### src/rtl/screen_sequencer_pkg.sv
`default_nettype none
// ============================================================================
//  Module      : screen_sequencer_pkg
//  Description : Shared display definitions for the maze game screen flow.
//                Holds the screen state encoding, the return target stored
//                across the post-draw gap, result codes (also read by the HUD
//                block) and default timing parameters.
//  Ports       : none (package)
//  Revision    : 1.0 - initial release
// ============================================================================
package screen_sequencer_pkg;

   // Default result-screen display time: 1 s at 50 MHz.
   localparam int unsigned DEFAULT_HOLD_CYCLES = 50_000_000;
   localparam int unsigned DEFAULT_CNT_W       = 26;

   typedef enum logic [3:0] {
      ST_BOOT       = 4'd0,
      ST_DRAW_START = 4'd1,
      ST_TITLE      = 4'd2,
      ST_DRAW_CLEAR = 4'd3,
      ST_PLAY       = 4'd4,
      ST_DRAW_WIN   = 4'd5,
      ST_DRAW_OVER  = 4'd6,
      ST_GAP        = 4'd7,
      ST_HOLD       = 4'd8,
      ST_END_WAIT   = 4'd9
   } screen_state_e;

   // Where the sequencer goes once the drawing block has released done.
   typedef enum logic [1:0] {
      RET_TITLE = 2'd0,
      RET_PLAY  = 2'd1,
      RET_HOLD  = 2'd2
   } gap_ret_e;

   typedef enum logic [1:0] {
      RES_NONE = 2'b00,
      RES_WIN  = 2'b01,
      RES_LOSE = 2'b10
   } result_e;

   function automatic screen_state_e ret_to_state(input gap_ret_e ret);
      screen_state_e st;
      case (ret)
         RET_TITLE: st = ST_TITLE;
         RET_PLAY:  st = ST_PLAY;
         RET_HOLD:  st = ST_HOLD;
         default:   st = ST_BOOT;
      endcase
      return st;
   endfunction

endpackage : screen_sequencer_pkg
`default_nettype wire

### src/rtl/screen_sequencer_rise.sv
`default_nettype none
// ============================================================================
//  Module      : rise_detect
//  Description : 1-bit registered rising-edge detector with synchronous reset.
//                rise_o is high for the single cycle in which level_i is high
//                and was low on the previous clock edge.
//  Ports       : clk      - system clock
//                reset    - synchronous active-high reset (clears history)
//                level_i  - synchronised input level
//                rise_o   - combinational rising-edge strobe
//  Revision    : 1.0 - initial release
// ============================================================================
module rise_detect (
   input  logic clk,
   input  logic reset,
   input  logic level_i,
   output logic rise_o
);

   logic prev_q;

   always_ff @(posedge clk) begin
      if (reset) begin
         prev_q <= 1'b0;
      end else begin
         prev_q <= level_i;
      end
   end

   assign rise_o = level_i & ~prev_q;

endmodule : rise_detect
`default_nettype wire

### src/rtl/screen_sequencer.sv
`default_nettype none
// ============================================================================
//  Module      : screen_sequencer
//  Description : Screen-flow controller for the maze game. Initiator side of
//                the full-screen draw handshake (one request at a time, held
//                until done, then all requests low until done clears), plus
//                title -> play -> result flow and VGA plot gating.
//  Ports       : clk          - system clock, rising edge
//                reset        - synchronous active-high reset
//                gameStart    - start button level (rising edge = request)
//                playerWin    - player reached the exit
//                playerDead   - player lost
//                drawDone     - done from the screen drawing block
//                drawStart    - request: draw title screen
//                drawClear    - request: clear screen for play
//                drawGameOver - request: draw game-over screen
//                drawWinner   - request: draw winner screen
//                plot         - VGA write enable during full-screen draws
//                gameActive   - high only while playing
//                result       - 00 none, 01 win, 10 lose
//  Revision    : 1.0 - initial release
// ============================================================================
module screen_sequencer
   import screen_sequencer_pkg::*;
#(
   parameter int unsigned HOLD_CYCLES = DEFAULT_HOLD_CYCLES,
   parameter int unsigned CNT_W       = DEFAULT_CNT_W
) (
   input  logic       clk,
   input  logic       reset,
   input  logic       gameStart,
   input  logic       playerWin,
   input  logic       playerDead,
   input  logic       drawDone,
   output logic       drawStart,
   output logic       drawClear,
   output logic       drawGameOver,
   output logic       drawWinner,
   output logic       plot,
   output logic       gameActive,
   output logic [1:0] result
);

   localparam logic [CNT_W-1:0] C_HOLD_LAST = CNT_W'(HOLD_CYCLES - 1);

   screen_state_e    state_q,  state_d;
   gap_ret_e         ret_q,    ret_d;
   logic [1:0]       result_q, result_d;
   logic [CNT_W-1:0] cnt_q,    cnt_d;
   logic             w_gs_rise;

   // Only a fresh press counts: a button already held when TITLE or
   // END_WAIT is entered has no edge and is ignored.
   rise_detect u_gs_rise (
      .clk     (clk),
      .reset   (reset),
      .level_i (gameStart),
      .rise_o  (w_gs_rise)
   );

   always_ff @(posedge clk) begin
      if (reset) begin
         state_q  <= ST_BOOT;
         ret_q    <= RET_TITLE;
         result_q <= RES_NONE;
         cnt_q    <= '0;
      end else begin
         state_q  <= state_d;
         ret_q    <= ret_d;
         result_q <= result_d;
         cnt_q    <= cnt_d;
      end
   end

   always_comb begin
      state_d      = state_q;
      ret_d        = ret_q;
      result_d     = result_q;
      cnt_d        = '0;          // counter only runs while in HOLD
      drawStart    = 1'b0;
      drawClear    = 1'b0;
      drawGameOver = 1'b0;
      drawWinner   = 1'b0;
      gameActive   = 1'b0;

      unique case (state_q)
         ST_BOOT: begin
            state_d = ST_DRAW_START;
         end

         ST_DRAW_START: begin
            drawStart = 1'b1;
            if (drawDone) begin
               state_d = ST_GAP;
               ret_d   = RET_TITLE;
            end
         end

         ST_TITLE: begin
            if (w_gs_rise) begin
               state_d  = ST_DRAW_CLEAR;
               result_d = RES_NONE;
            end
         end

         ST_DRAW_CLEAR: begin
            drawClear = 1'b1;
            if (drawDone) begin
               state_d = ST_GAP;
               ret_d   = RET_PLAY;
            end
         end

         ST_PLAY: begin
            gameActive = 1'b1;
            // Win takes priority when both events land in the same cycle.
            if (playerWin) begin
               state_d  = ST_DRAW_WIN;
               result_d = RES_WIN;
            end else if (playerDead) begin
               state_d  = ST_DRAW_OVER;
               result_d = RES_LOSE;
            end
         end

         ST_DRAW_WIN: begin
            drawWinner = 1'b1;
            if (drawDone) begin
               state_d = ST_GAP;
               ret_d   = RET_HOLD;
            end
         end

         ST_DRAW_OVER: begin
            drawGameOver = 1'b1;
            if (drawDone) begin
               state_d = ST_GAP;
               ret_d   = RET_HOLD;
            end
         end

         // Wait for the drawing block to drop done so its counters are
         // rearmed before the next request can be raised.
         ST_GAP: begin
            if (!drawDone) begin
               state_d = ret_to_state(ret_q);
            end
         end

         ST_HOLD: begin
            if (cnt_q == C_HOLD_LAST) begin
               state_d = ST_END_WAIT;
            end else begin
               cnt_d = cnt_q + 1'b1;
            end
         end

         ST_END_WAIT: begin
            if (w_gs_rise) begin
               state_d = ST_DRAW_START;
            end
         end

         default: begin
            state_d = ST_BOOT;
         end
      endcase
   end

   // Plot is low in the cycle done is seen so the drawing block's final
   // address is not written twice.
   assign plot   = (drawStart | drawClear | drawGameOver | drawWinner) & ~drawDone;
   assign result = result_q;

endmodule : screen_sequencer
`default_nettype wire

### config.mk
export PLATFORM = sky130hd
export DESIGN_NAME = screen_sequencer
export DESIGN_NICKNAME = d
export VERILOG_FILES = /design/src/rtl/screen_sequencer_pkg.sv /design/src/rtl/screen_sequencer_rise.sv /design/src/rtl/screen_sequencer.sv
export SDC_FILE = /design/constraint.sdc
export NUM_CORES = 1
export LEC_CHECK = 0
export CAP_MARGIN = 20
export CORE_ASPECT_RATIO = 0.75
export CORE_MARGIN = 2
export CORE_UTILIZATION = 44
export DETAILED_ROUTE_END_ITERATION = 6
export SYNTH_ARGS = -nofsm -noshare
export SYNTH_HDL_FRONTEND = slang
export SYNTH_SLANG_ARGS = --single-unit
### constraint.sdc
create_clock -name clk -period 5.2 [get_ports clk]
set_input_delay 1.04 -clock clk [delete_from_list [all_inputs] [get_ports clk]]
set_output_delay 1.04 -clock clk [all_outputs]
set_load 0.02 [all_outputs]
Word level (Yosys, flattened, before mapping)
Cells that the tools add are included.
Word-level totals
  register bits: 35
  logic and storage cells: 67
  output and inout port bits: 8
  input port bits: 6
Cells by class
  add/sub/neg operators: 1
  reduce and logical (&&, ||, !) cells: 10
  multiplexer cells: 22
  bitwise logic cells: 8
  equality and inequality tests: 21
Operator list (count)
  4-bit 2-to-1 mux: 7
  4-bit case mux with 7 select lines: 1
  26-bit by 1-bit adder with 26-bit output (second input constant): 1
  26-bit == test (second input constant): 1
  4-bit by 3-bit == test with 1-bit output (second input constant): 4
  2-bit 2-to-1 mux: 6
  4-bit case mux with 3 select lines: 1
  4-bit by 2-bit == test with 1-bit output (second input constant): 2
  4-bit == test (second input constant): 2
  2-bit by 1-bit inequality test with 1-bit output (second input constant): 4
  2-bit inequality test (second input constant): 4
  2-bit case mux with 3 select lines: 1
  6-bit AND reduction: 1
  1-bit 2-to-1 mux: 5
  4-bit by 1-bit == test with 1-bit output (second input constant): 1
  4-bit zero test: 1
  2-bit case mux with 2 select lines: 1
  4-bit AND reduction: 1
  4-bit OR reduction: 1
  3-bit inequality test (second input constant): 1
  1-bit NOT: 3
  1-bit OR: 3
  3-bit AND reduction: 1
  3-bit nonzero test: 1
  7 further kinds: 8

Logic depth before layout (Yosys ltp)
Gate-level depths: netlist of run 1.
  word-level depth: 6
  gate-level depth with buffers: 8
  mapped depth without buffers: 6

By module
Synthesis of run 1 repeated with hierarchy kept, for this count alone.
Unflattened totals
  cells, all modules: 218
  area total of the unflattened synthesis: 1818.0 um^2
Modules (own cells, without submodules)
  screen_sequencer: times used 1, cells each 215, area each 1770.4 um^2, seq. area each 680.7 um^2
  rise_detect: times used 1, cells each 3, area each 47.5 um^2, seq. area each 20.0 um^2

Worst setup path after synthesis of run 1
Ideal clock, no wire load.
  kind: input to output
  from: input port drawDone
  to: output port plot
  arrival: 1.616 ns
  buffers on the path: 0
  required time: 4.160 ns
  setup slack: 2.544 ns
  stages: 1
  cell sequence: a211oi_1
On the way
  cells in the longest elaborated chain, start to end: 2
RTL lines
  start: declaration: RTL line screen_sequencer.sv:34  | input logic drawDone,
  1-bit NOT: RTL line screen_sequencer.sv:172  | assign plot = (drawStart | drawClear | drawGameOver | drawWinner) & ~drawDone;
  1-bit bitwise AND: RTL line screen_sequencer.sv:172
  end: declaration: RTL line screen_sequencer.sv:39  | output logic plot,
Every way passes these cells.

Worst setup path after layout of run 1
Same ends and word-level chain as after synthesis.

==> results of run 1 <==
## stage by stage
stage | total power (W) | area, um2 | instances
after CTS | 0.000768 | 2040 | 286
after detailed placement | 0.000580 | 1960 | 278
after global routing | 0.000815 | 2040 | 286
after global placement | 0.000585 | 1960 | 278
after floorplan | 0.000519 | 1840 | 220
final | 0.000764 | 2040 | 286
## state kept, by name (all words and copies together), names as in the netlist
signal	flops
u_gs_rise.prev_q	1
result	2
ret_q	2
cnt_q	26
state_q	4
## cells by family (layout without fill, tap and decap cells)
| family | count (synthesis) | after routing | synth area share |
|---|---|---|---|
| flip-flops | 35 | 35 | 0.382 |
| adder cells (fa/ha/maj) | 1 | 1 | 0.00682 |
| AND/OR/NAND/NOR | 109 | 109 | 0.321 |
| buffers and inverters | 20 | 31 | 0.0600 |
| AO/OA/AOI/OAI | 30 | 30 | 0.111 |
| XOR/XNOR | 25 | 25 | 0.119 |
## power groups by stage
stage	sequential [W]	clock (W)	combinational (W)
floorplan	0.000314	0	0.000205
global placement	0.000351	0	0.000234
detailed placement	0.000350	0	0.000231
CTS	0.000343	0.000194	0.000231
finish	0.000345	0.000187	0.000232
global route	0.000351	0.000208	0.000256
## placed cells by master, fill, tap and decap left out, drive strengths merged, types with 2 or more instances in the layout
cell,synthesis,final
nor2,41,41
dfxtp,35,35
xnor2,15,15
nand2,13,13
clkdlybuf4s50,0,13
inv,10,10
nor3,10,10
xor2,10,10
a21oi,10,10
nand3,9,9
clkbuf,3,7
o21ai,6,6
nand2b,5,5
nor4,5,5
nand4,4,4
or3b,3,3
nor4b,3,3
and3,3,3
or4b,3,3
nand4b,2,2
or3,2,2
a221oi,2,2
## worst max-delay path: stages
cell and delay, ns:
clkdlybuf4s50_1 0.45, a211oi_1 0.25, clkdlybuf4s50_1 0.66
## layout make-up
| cell class | instances | area (um2) | share of cell area |
|---|---|---|---|
| multi-input combinational | 165 | 1020 | 0.502 |
| sequential | 35 | 701 | 0.343 |
| timing repair buffer | 13 | 130 | 0.0637 |
| clock buffer | 7 | 76.3 | 0.0374 |
| tap | 55 | 68.8 | 0.0337 |
| inverter | 10 | 37.5 | 0.0184 |
| clock inverter | 1 | 5.00 | 0.00245 |
## path summary, 6_finish.rpt
path	from	endpoint	slack, ns
setup / recovery	drawDone	plot	1.77
hold / removal	cnt_q[0]$_SDFF_PP0_	cnt_q[0]$_SDFF_PP0_	0.45
setup reg to reg	cnt_q[9]$_SDFF_PP0_	cnt_q[6]$_SDFF_PP0_	2.76
hold reg to reg	cnt_q[0]$_SDFF_PP0_	cnt_q[0]$_SDFF_PP0_	0.45
## per-layer routing
metal | vias up | part of all wire
met2 | 32 | 0.40
met3 | 6 | 0.043
met1 | 707 | 0.55
met4 | 0 | 0.010
li1 | 783 | -
met5 | - | 0
==> impl_metrics.ini, run 1 <==
[grt]
use_met2 = 0.226
grt-ovfl-total = 0
grt_pass1_vias = 1377
grt_usage = 0.175
antenna_found_initial = 0
grt_pass1_wl_um = 6420
grt_max_degree = 26
grt.busiest_layer = met1
grtUsageMet1 = 0.269
grt_use_met3 = 0.0529

[setup_path]
rr_worst_depth = 5
cp.arrival_ns = 2.39
critPathMaxFanout = 3
worst-endpoint-required_ns = 4.16
cp-end-kind = output port
crit_type = primary input to output port
startpoint_type = primary input

[power_and_ir_drop]
p_per_area_mw_per_mm2 = 374
p_sw_w = 0.000271
combinationalPowerShare = 0.303
max-vdd-ir-drop_v = 0.000151
clockPowerShare = 0.244
p_seq_frac = 0.452
switching_share = 0.354
internal_power_w = 0.000493
leakagePower_nw = 0.642

[synth]
ys_types = 48
synth_edf_count = 0
synthArstFlopShare = 0
avgSynthCellArea_um2 = 8.34
synth_area_leaders = dfxtp_1 38%, nor2_1 8.4%, xnor2_1 7.2%, xor2_1 4.8%, a21oi_1 2.7%
synth_top_area_frac = 0.382
syn_area_mm2 = 0.00184
synth_flop_cell = dfxtp_1
synth.largest_area_cell = dfxtp_1
synth_most_common_cell = nor2_1
synth.ff_latch_count = 35
seq_area_frac_synth = 0.382
synthesis.nets = 227
syn_inst = 220
ys_warn_count = 0
synth.top_cells.by_count = 41 x nor2_1, 35 x dfxtp_1, 15 x xnor2_1

[clocking]
cts_buffers = 5
clk_latency_ns = 0.28
cts_tree = yes
hold_buffers = 0
cts_setup_buffers = 0
clockBufferDepth = 2
cts_resized = 0
cts_root_buf = clkbuf_8
clock_sinks = 35
htree_levels = 2
cts.clk_slew.worst_paths_ns = 0.07

[floorplan]
chipHeight_um = 59.9
die_area_mm2 = 0.00471
io_pins = 14
fp-row-count = 20
fp.dieW_um = 78.6
start_util = 0.456
core_mm2 = 0.00403

[cells_and_area]
final_util = 0.507
fillers = 406
drive_gt1_frac = 0.0649
antenna_cells = 0
nNetsFinal = 237
area_growth_pct = 11.3

[sta]
fin_worst_skew_ns = 0.00491
period_share = 0.660
slew_headroom = 0.437
worst_pin_slew_ns = 0.845
hold_violations = 0
period_needed_ns = 3.43
hold_slack_ns = 0.451
fin_tns_setup_ns = 0
drv_slew = 0
fmax_mhz = 291
setup_viol = 0
fin_ws_ns = 1.77
rsz0062_at_grt = no

[place]
numPortBuffers = 13
gp_congestion = 0.832
dp_slack_ns = 1.76
dpl.hpwl_um = 2560

[detailed_routing]
first_pass_iters = 4
drc = 0
drtIter0Drc = 89
wl_per_cell_um = 13.0
wirelength_um = 3710
num_vias = 1528
vias_per_cell = 5.34
postRouteAntennaNets = 0

[hold_path]
hold_class = flip-flop to flip-flop
hold_depth = 1

[run]
drv_cap = 0

[run_status]
outcome = completed
Note: power is estimated with default switching activity, not from simulation.
==> run 2, diff against run 1 <==
PLACE_DENSITY = 0.65   (was not set)
clock period = 2.95 ns   (was 5.2 ns; I/O delays follow)
==> run 2 against run 1 <==
Clock power up 74%. Flip-flop and latch count unchanged. Sequential power up 77%. First-iteration DRC count down 6.7%. Global-route usage about the same. Final area up 0.37%. Clock skew up 0.0021 ns. Clock-buffer cell count unchanged. Cell count up 0.35%. Critical path depth unchanged. Total power up 76%. Highest routed layer unchanged.
==> impl_metrics.ini, run 2 (synthesis results as in run 1) <==
[run_status]
outcome = completed

[detailed_routing]
wirelength_um = 3690
first_pass_iters = 4
vias_per_cell = 5.36
postRouteAntennaNets = 0
num_vias = 1537
wl_per_cell_um = 12.9
drc = 0
drtIter0Drc = 83

[clocking]
clock_sinks = 35
cts_buffers = 5
clockBufferDepth = 2
cts_setup_buffers = 0
cts.clk_slew.worst_paths_ns = 0.06
cts_tree = yes
cts_root_buf = clkbuf_8
clk_latency_ns = 0.28
hold_buffers = 0
cts_resized = 0
htree_levels = 2

[grt]
grt_pass1_wl_um = 6330
grt_usage = 0.175
antenna_found_initial = 0
grt_pass1_vias = 1340
grt_max_degree = 26
grt-ovfl-total = 0

[cells_and_area]
top_regs = cnt_q (26), state_q (4)
drive_gt1_frac = 0.0690
antenna_cells = 0
seqCellArea_um2 = 701
stdcell_area_mm2 = 0.00205
largest_register_ffs = 26
nNetsFinal = 238
layout_common_cells = 41 x nor2_1, 35 x dfxtp_1, 15 x xnor2_1, 13 x nand2_1, 13 x clkdlybuf4s50_1
final_common_cell = nor2_1
final_cells = 287
top_register = cnt_q
multi_input_area_mm2 = 0.00102
area_growth_pct = 11.7
fillers = 401

[setup_path]
worst-endpoint-required_ns = 2.36
cp-end-kind = output port
startpoint_type = flip-flop
crit_start = state_q[2]$_SDFFE_PP0P_
critPathMaxFanout = 15
cp.arrival_ns = 2.18
crit_type = flip-flop to output port
reg2reg_from = state_q[2]$_SDFFE_PP0P_

[floorplan]
fp-row-count = 20
core_mm2 = 0.00403
fp.dieW_um = 78.6
io_pins = 14
start_util = 0.456
die_area_mm2 = 0.00471
chipHeight_um = 59.9

[place]
dpl_cell_area_mm2 = 0.00197
numPortBuffers = 13
dpl.cell_count = 279
gp_congestion = 0.864
dpl.hpwl_um = 2540

[sta]
period_needed_ns = 2.77
worst_pin_slew_ns = 0.535
period_share = 0.938
fmax_mhz = 361
rsz0062_at_grt = no
hold_violations = 0
setup_viol = 0
fin_tns_setup_ns = 0
slew_headroom = 0.643
fin_worst_skew_ns = 0.00706
drv_slew = 0

[hold_path]
hold_class = flip-flop to flip-flop
hp-start = cnt_q[0]$_SDFF_PP0_

[power_and_ir_drop]
leakagePower_nw = 0.646
max-vdd-ir-drop_v = 0.000403
p_per_area_mw_per_mm2 = 655

[run]
drv_cap = 0
[run 2: changes by cell type in the layout (fill, tap and decap cells not counted), sizes merged]
cell  delta
buf      +1
[run 2: worst paths after layout]
kind	endpoint	slack, ns	cells after the start
hold reg to reg	cnt_q[0]$_SDFF_PP0_	0.45	1
hold / removal	cnt_q[0]$_SDFF_PP0_	0.45	1
setup reg to reg	state_q[0]$_SDFFE_PP0P_	0.76	5
setup / recovery	gameActive	0.18	3
[run 2: metal layers]
metal,GRT usage,wire length [um],vias up
met1,0.261,2010,695
met2,0.234,1420,40
met4,0.0777,61,0
li1,-,-,796
met5,0,0,-
met3,0.0468,199,6
[run 2: worst max-delay path, stage by stage, from the launching register on]
cell             delay, ns
dfxtp_1               0.62
or4b_4                0.55
inv_1                 0.12
clkdlybuf4s50_1       0.61
[run 2: power breakdown]
part / switching [W] / internal (W)
sequential: 0.000101 / 0.000507
combinational: 0.000212 / 0.000198
clock: 0.000159 / 0.000165
[run 2: layout make-up]
| type | count | area share |
|---|---|---|
| Sequential cell | 35 | 0.342 |
| Inverter | 10 | 0.0183 |
| Tap cell | 55 | 0.0336 |
| Clock buffer | 7 | 0.0372 |
| Timing Repair Buffer | 14 | 0.0671 |
| Multi-Input combinational cell | 165 | 0.500 |
| Clock inverter | 1 | 0.00244 |
[run 2: through the flow]
stage	hold WS (ns)	power, W	setup WS, ns	util
floorplan	0.417	0.000914	1.12	-
global placement	0.432	0.00103	0.434	0.489
detailed placement	0.441	0.00102	0.409	0.489
CTS	0.451	0.00135	0.180	0.509
global route	0.479	0.00144	0.0598	0.509
finish	0.446	0.00134	0.182	0.509
==> run 3, diff against run 2 <==
SKIP_LAST_GASP = 1   (was not set)
==> results of run 3 <==
The final DEF is identical to that of run 2; final timing and power are the same.
